--- src/rtl/bram_arb_pkg.sv ---
// Shared definitions for the BRAM port arbiter: state encoding, byte-enable
// width helper and the byte-lane merge used by read-modify-write.
package bram_arb_pkg;

  localparam logic [0:0] ARB_IDLE = 1'b0;
  localparam logic [0:0] ARB_RMW  = 1'b1;

  function automatic int unsigned be_width(input int unsigned dw);
    return dw / 8;
  endfunction

  function automatic logic [7:0] merge_byte(input logic [7:0] new_b,
                                            input logic [7:0] old_b,
                                            input logic       en);
    return en ? new_b : old_b;
  endfunction

endpackage

--- src/rtl/bram_port_arbiter_rr.sv ---
// NUM_REQ-wide grant with round-robin pointer; with BRAM_ARB_FIXED_PRIORITY_EN
// defined it reduces to a lowest-index-wins priority encoder.
module rr_arbiter
  import bram_arb_pkg::*;
#(
  parameter int unsigned NUM_REQ = 2
) (
  input  logic               CLK,
  input  logic               RST_N,
  input  logic [NUM_REQ-1:0] req,
  input  logic               advance,
  output logic [NUM_REQ-1:0] grant
);

`ifdef BRAM_ARB_FIXED_PRIORITY_EN
  always_comb begin
    logic found;
    found = 1'b0;
    grant = '0;
    for (int unsigned i = 0; i < NUM_REQ; i++) begin
      if (req[i] && !found) begin
        grant[i] = 1'b1;
        found    = 1'b1;
      end
    end
  end
`else
  localparam int unsigned PTR_W = $clog2(NUM_REQ);

  logic [PTR_W-1:0] ptr;
  logic [PTR_W-1:0] next_ptr;

  // Search starts at ptr; the pointer moves to one past the winner.
  always_comb begin
    logic        found;
    int unsigned idx;
    found    = 1'b0;
    idx      = 0;
    grant    = '0;
    next_ptr = ptr;
    for (int unsigned k = 0; k < NUM_REQ; k++) begin
      idx = (32'(ptr) + k) % NUM_REQ;
      if (req[idx] && !found) begin
        grant[idx] = 1'b1;
        next_ptr   = PTR_W'((idx + 1) % NUM_REQ);
        found      = 1'b1;
      end
    end
  end

  always_ff @(posedge CLK or negedge RST_N) begin
    if (!RST_N)
      ptr <= '0;
    else if (advance)
      ptr <= next_ptr;
  end
`endif

endmodule

--- src/rtl/bram_port_arbiter.sv ---
// Shares one BRAM port between NUM_REQ requesters; partial writes run as
// read-modify-write. Optional macro: BRAM_ARB_FIXED_PRIORITY_EN.
module bram_port_arbiter
  import bram_arb_pkg::*;
#(
  parameter int unsigned DATA_WIDTH = 32,
  parameter int unsigned ADDR_WIDTH = 9,
  parameter int unsigned NUM_REQ    = 2
) (
  input  logic                                   CLK,
  input  logic                                   RST_N,
  input  logic [NUM_REQ-1:0]                     REQ_VALID,
  output logic [NUM_REQ-1:0]                     REQ_READY,
  input  logic [NUM_REQ-1:0]                     REQ_WE,
  input  logic [NUM_REQ*ADDR_WIDTH-1:0]          REQ_ADDR,
  input  logic [NUM_REQ*DATA_WIDTH-1:0]          REQ_WDATA,
  input  logic [NUM_REQ*(DATA_WIDTH/8)-1:0]      REQ_BE,
  output logic [NUM_REQ-1:0]                     RSP_VALID,
  output logic [DATA_WIDTH-1:0]                  RSP_RDATA,
  output logic                                   RAM_EN,
  output logic                                   RAM_RE,
  output logic                                   RAM_WE,
  output logic [ADDR_WIDTH-1:0]                  RAM_ADDR,
  output logic [DATA_WIDTH-1:0]                  RAM_DI,
  input  logic [DATA_WIDTH-1:0]                  RAM_DO,
  input  logic                                   RAM_DO_VALID
);

  localparam int unsigned BE_WIDTH = be_width(DATA_WIDTH);

  logic [0:0]            state;
  logic [NUM_REQ-1:0]    arb_req;
  logic [NUM_REQ-1:0]    grant;
  logic                  accept;
  logic                  sel_we;
  logic [ADDR_WIDTH-1:0] sel_addr;
  logic [DATA_WIDTH-1:0] sel_wdata;
  logic [BE_WIDTH-1:0]   sel_be;
  logic                  be_full;
  logic                  be_zero;
  logic                  partial;
  logic [ADDR_WIDTH-1:0] addr_q;
  logic [DATA_WIDTH-1:0] wdata_q;
  logic [BE_WIDTH-1:0]   be_q;
  logic [NUM_REQ-1:0]    owner_q;
  logic                  own_vld_q;
  logic                  rsp_rd_q;
  logic [DATA_WIDTH-1:0] rsp_word_q;
  logic [DATA_WIDTH-1:0] merged;
  logic                  rsp_fire;

  // Reset is folded in so ready stays low while RST_N is held.
  assign arb_req = (state == ARB_IDLE && RST_N) ? REQ_VALID : '0;

  rr_arbiter #(.NUM_REQ(NUM_REQ)) u_rr (
    .CLK     (CLK),
    .RST_N   (RST_N),
    .req     (arb_req),
    .advance (accept),
    .grant   (grant)
  );

  assign accept    = |grant;
  assign REQ_READY = grant;

  always_comb begin
    sel_we    = 1'b0;
    sel_addr  = '0;
    sel_wdata = '0;
    sel_be    = '0;
    for (int unsigned i = 0; i < NUM_REQ; i++) begin
      if (grant[i]) begin
        sel_we    = REQ_WE[i];
        sel_addr  = REQ_ADDR[i*ADDR_WIDTH +: ADDR_WIDTH];
        sel_wdata = REQ_WDATA[i*DATA_WIDTH +: DATA_WIDTH];
        sel_be    = REQ_BE[i*BE_WIDTH +: BE_WIDTH];
      end
    end
  end

  assign be_full = (sel_be == '1);
  assign be_zero = (sel_be == '0);
  assign partial = sel_we && !be_full && !be_zero;

  for (genvar b = 0; b < BE_WIDTH; b++) begin : g_merge
    assign merged[b*8 +: 8] = merge_byte(wdata_q[b*8 +: 8], RAM_DO[b*8 +: 8], be_q[b]);
  end

  always_comb begin
    RAM_EN   = 1'b0;
    RAM_RE   = 1'b0;
    RAM_WE   = 1'b0;
    RAM_ADDR = sel_addr;
    RAM_DI   = sel_wdata;
    if (state == ARB_RMW) begin
      RAM_EN   = 1'b1;
      RAM_WE   = 1'b1;
      RAM_ADDR = addr_q;
      RAM_DI   = merged;
    end else if (accept) begin
      RAM_EN = !sel_we || !be_zero;
      RAM_RE = !sel_we || partial;
      RAM_WE = sel_we && be_full;
    end
  end

  always_ff @(posedge CLK or negedge RST_N) begin
    if (!RST_N) begin
      state      <= ARB_IDLE;
      owner_q    <= '0;
      own_vld_q  <= 1'b0;
      rsp_rd_q   <= 1'b0;
      rsp_word_q <= '0;
      addr_q     <= '0;
      wdata_q    <= '0;
      be_q       <= '0;
    end else if (state == ARB_RMW) begin
      state      <= ARB_IDLE;
      own_vld_q  <= 1'b1;
      rsp_rd_q   <= 1'b0;
      rsp_word_q <= merged;
    end else if (accept) begin
      owner_q    <= grant;
      addr_q     <= sel_addr;
      wdata_q    <= sel_wdata;
      be_q       <= sel_be;
      own_vld_q  <= !partial;
      rsp_rd_q   <= !sel_we;
      rsp_word_q <= sel_wdata;
      if (partial)
        state <= ARB_RMW;
    end else begin
      own_vld_q <= 1'b0;
    end
  end

  // Reads wait for the RAM's read-valid; writes answer with the stored word.
  assign rsp_fire  = own_vld_q && (!rsp_rd_q || RAM_DO_VALID);
  assign RSP_VALID = rsp_fire ? owner_q : '0;
  assign RSP_RDATA = rsp_rd_q ? RAM_DO : rsp_word_q;

endmodule

--- config.mk ---
export PLATFORM = sky130hd
export DESIGN_NAME = bram_port_arbiter
export DESIGN_NICKNAME = d
export VERILOG_FILES = /design/src/rtl/bram_arb_pkg.sv /design/src/rtl/bram_port_arbiter_rr.sv /design/src/rtl/bram_port_arbiter.sv
export SDC_FILE = /design/constraint.sdc
export NUM_CORES = 1
export LEC_CHECK = 0
export CAP_MARGIN = 20
export CORE_MARGIN = 2
export CORE_UTILIZATION = 47
export CTS_BUF_LIST = sky130_fd_sc_hd__clkbuf_8
export DETAILED_ROUTE_END_ITERATION = 12
export GPL_ROUTABILITY_DRIVEN = 0
export HOLD_SLACK_MARGIN = 0.15
export PLACE_DENSITY = 0.88
export SLEW_MARGIN = 25
export SYNTH_ARGS = -nofsm -noshare
export SYNTH_HDL_FRONTEND = slang
export SYNTH_SLANG_ARGS = --single-unit
--- constraint.sdc ---
create_clock -name CLK -period 6.3 [get_ports CLK]
set_clock_uncertainty 0.2 [all_clocks]
set_input_delay 1.575 -clock CLK [delete_from_list [all_inputs] [get_ports CLK]]
set_output_delay 1.575 -clock CLK [all_outputs]
set_load 0.01 [all_outputs]
==> summary.md <==
| Metric | Value |
|---|---|
| Seq cells post-synth | `83` |
| Cts repair resizes | `0` |
| Crit-path max FO | `22` |
| Rows | `36` |
| Clock latency on the worst-skew pair | `about 0.35 ns` |
| Die W | `104.9 um` |
| Initial antenna violation count | `0` |
| Total CTS buffers | `9` |
| Crit path time final | `5.674 ns` |
| Top cell type's share of synthesized area | `0.4344` |
| Startpoint Class | `input pin` |
| Final period utilization | `0.9006` |
| Critical Path AT | `3.90 ns` |
| Reg clk slew, reported paths | `around 0.080 ns` |
| Bufs and invs on worst path | `3` |
| Core Area | `a little under 10000 um2` |
| FF+latch area | `2078 um2` |
| Worst setup EP type | `output pin` |
| Avg WL per Cell | `roughly 18 um` |
| Max frequency | `between 150 and 200 MHz` |
| Synthesized area per cell | `10.19 um2` |
| Area Growth Syn to Fin | `50.48%` |
| HPWL Detailed | `between 10 and 15 mm` |
| Antenna-violating nets left | `0` |
| Clk root buf | `clkbuf_8` |
| Vias in the first global route | `between 4000 and 5000` |
| Max_cap viols | `0` |
| Final-layout fill cell count | `731` |
| Critical Path, Cell by Cell | `clkdlybuf4s50_1 > and2_1 > nor2_4 > buf_4 > a221oi_1 > or2_1 > clkdlybuf4s50_1` |
| Initial DRC Count | `around 230` |
| Hold_buf cts | `0` |
| First-pass GRT wire length | `approximately 23 mm` |
| Grt ovf | `0` |
| PD cells | `approximately 270 nW/um2` |
| # diodes | `0` |
| Synth cell types | `38` |
| Via density per instance | `roughly 5.6` |
| WP data required | `between 4 and 5 ns` |
| Setup repair after global routing missed its margin | `no` |
| Largest net degree at the start of global routing | `just over 100` |
| Total track usage | `0.2634` |
| Max Slew Vio Count | `0` |
| Sequential-to-total area share from yosys stat | `0.4344` |
| Actual slew at the worst max-slew pin | `approximately 0.95 ns` |
| Post-synthesis cell count | `469` |
| Crit-path slowest cell | `clkdlybuf4s50_1` |
| Largest area contributor in the netlist | `dfrtp_1` |
| Maximum vdd drop | `0.1426 mV` |
| CTS tree | `done` |
| YS warnings | `0` |
| Slew margin rel. | `0.3682` |
| Initial Util | `0.4869` |
| Clk buf depth | `2` |
| Die Ht | `about 100 um` |
| Fraction of layout cells with a size suffix above 1 | `0.1006` |
| Post-route setup TNS | `0 ns` |
| Die area | `approximately 11000 um2` |
| Remaining DRCs | `0` |
| Lkg Pwr | `0.003339 uW` |
| Final Setup Violations | `0` |
| Critical path's top delay family | `buffers and inverters` |
| Syn Nets | `roughly 600` |
| Port-buffer cells | `208` |
| Final nets | `~800` |
| CTS H-tree lvls | `3` |
| Routed wire length | `around 14 mm` |
| Slowest Stage Delay on Critical Path | `0.62 ns` |
| Top post-synthesis cells by area | `dfrtp_1 (43%), mux2_2 (7.5%), mux2i_1 (6.7%)` |
| Pre-antenna DRT Iters | `7` |
| Total power | `just under 2000 uW` |
| Sink Count | `between 80 and 90` |
| DR vias | `4461` |
| Outcome | `finished clean` |
| Cell mode on critical path | `clkdlybuf4s50_1` |
| Setup slack, reg-to-reg | `between 3 and 4 ns` |
| WS Path Type | `input pin to output pin` |
| Num ports | `209` |
| Post-CTS setup buffers | `0` |
| Footprint of the multi-input gates | `~2500 um2` |
| Worst Hold Class | `register to register` |
| Count of final hold-check violations | `0` |
| Post-Synthesis Cell Area | `between 4000 and 5000 um2` |
==> worst register-to-register path, delay by kind of cell (launching register included) <==
| kind | cells | cell delay [ns] |
|---|---|---|
| buffers and inverters | 2 | 1.09 |
| AOI/OAI and AO/OA | 2 | 0.47 |
| and+or+nand+nor | 2 | 0.42 |
| DFF | 1 | 0.41 |
==> stage by stage <==
stage | utilization | instances | cell area [um2] | setup slack [ns] | hold WS (ns)
3_3_place_gp | 0.7102 | 782 | 6974 | 0.7028 | 0.2547
4_1_cts | 0.7306 | 798 | 7174 | 0.6259 | 0.2850
2_1_floorplan | - | 469 | 4781 | 1.856 | 0.2456
5_1_grt | 0.7327 | 799 | 7194 | 0.5082 | 0.3009
6_report | 0.7327 | 799 | 7194 | 0.6263 | 0.2837
3_5_place_dp | 0.7102 | 782 | 6974 | 0.6382 | 0.2658
==> final cells by class <==
type | count | area share
clock buffer | 9 | 0.01722
sequential | 83 | 0.2889
tap | 133 | 0.02313
timing repair buffer | 219 | 0.3023
clock inverter | 7 | 0.01061
multi-input combinational | 339 | 0.3532
inverter | 9 | 0.004696
==> layout by cell type (no fill, tap or decap), types with 3 or more instances in the layout <==
cell type	instances
clkdlybuf4s50_1	207
nand4_1	3
a222oi_1	6
mux2_2	32
a21o_1	34
a22oi_1	9
mux2i_1	32
inv_1	9
buf_4	11
nor2b_1	34
a211o_1	30
dfrtp_1	82
nand2_1	68
nor2_1	5
o21a_1	30
a22o_1	30
clkbuf_8	9
nor3_1	3
==> per-layer routing <==
metal	GRT usage	wire, um	up-vias
met2	0.4671	7459	159
met1	0.3244	6031	2194
li1	-	-	2090
met3	0.04367	765	18
met4	0.08857	221	0
met5	0	0	-
==> final timing paths <==
kind	cells after the start	to	startpoint
setup / recovery	7	RAM_RE	REQ_VALID[1]
min in group asynchronous	1	rsp_word_q[0]	RST_N
hold reg to reg	1	wdata_q[29]	wdata_q[29]
setup reg to reg	6	rsp_word_q[31]	state
hold / removal	1	wdata_q[29]	wdata_q[29]
max in group asynchronous	3	rsp_word_q[27]	RST_N
==> registers in the layout (all words and copies together), names as in the netlist, 2 cells and up <==
signal / flops
be_q: 4
wdata_q: 32
addr_q: 9
owner_q: 2
rsp_word_q: 32
==> Yosys cell counts (all sizes together) <==
library cell,instances
and2,1
or4,1
a222oi,6
and3b,1
inv,9
buf,10
nand3b,2
a21o,34
a22o,30
nor3,3
mux2i,32
o21a,30
a22oi,9
or4b,1
nor4,1
nand2,68
and3,1
clkbuf,28
or2,1
a211o,30
nor2b,34
o21bai,1
nor2,7
a221oi,1
o21ai,3
mux2,32
and2b,1
a221o,2
dfrtp,83
nand3,1
o22ai,1
nand4,3
a211oi,1
a21boi,1
==> power by group <==
| part | leakage (uW) | total [uW] | internal, uW | switching, uW |
|---|---|---|---|---|
| sequential | 0.00102 | 760 | 657 | 104 |
| combinational | 0.00222 | 777 | 462 | 315 |
| clock | 0.0000962 | 388 | 186 | 202 |
==> kinds of logic (layout without fill, tap and decap cells) <==
kind of cell	count (synthesis)	in the layout	share of synthesized area
AND/OR/NAND/NOR	126	126	0.1309
AO/OA/AOI/OAI	149	149	0.2533
flip-flops	83	83	0.4344
multiplexers	64	64	0.1424
buffers and inverters	47	244	0.03900
(Power assumes the default switching activity.)
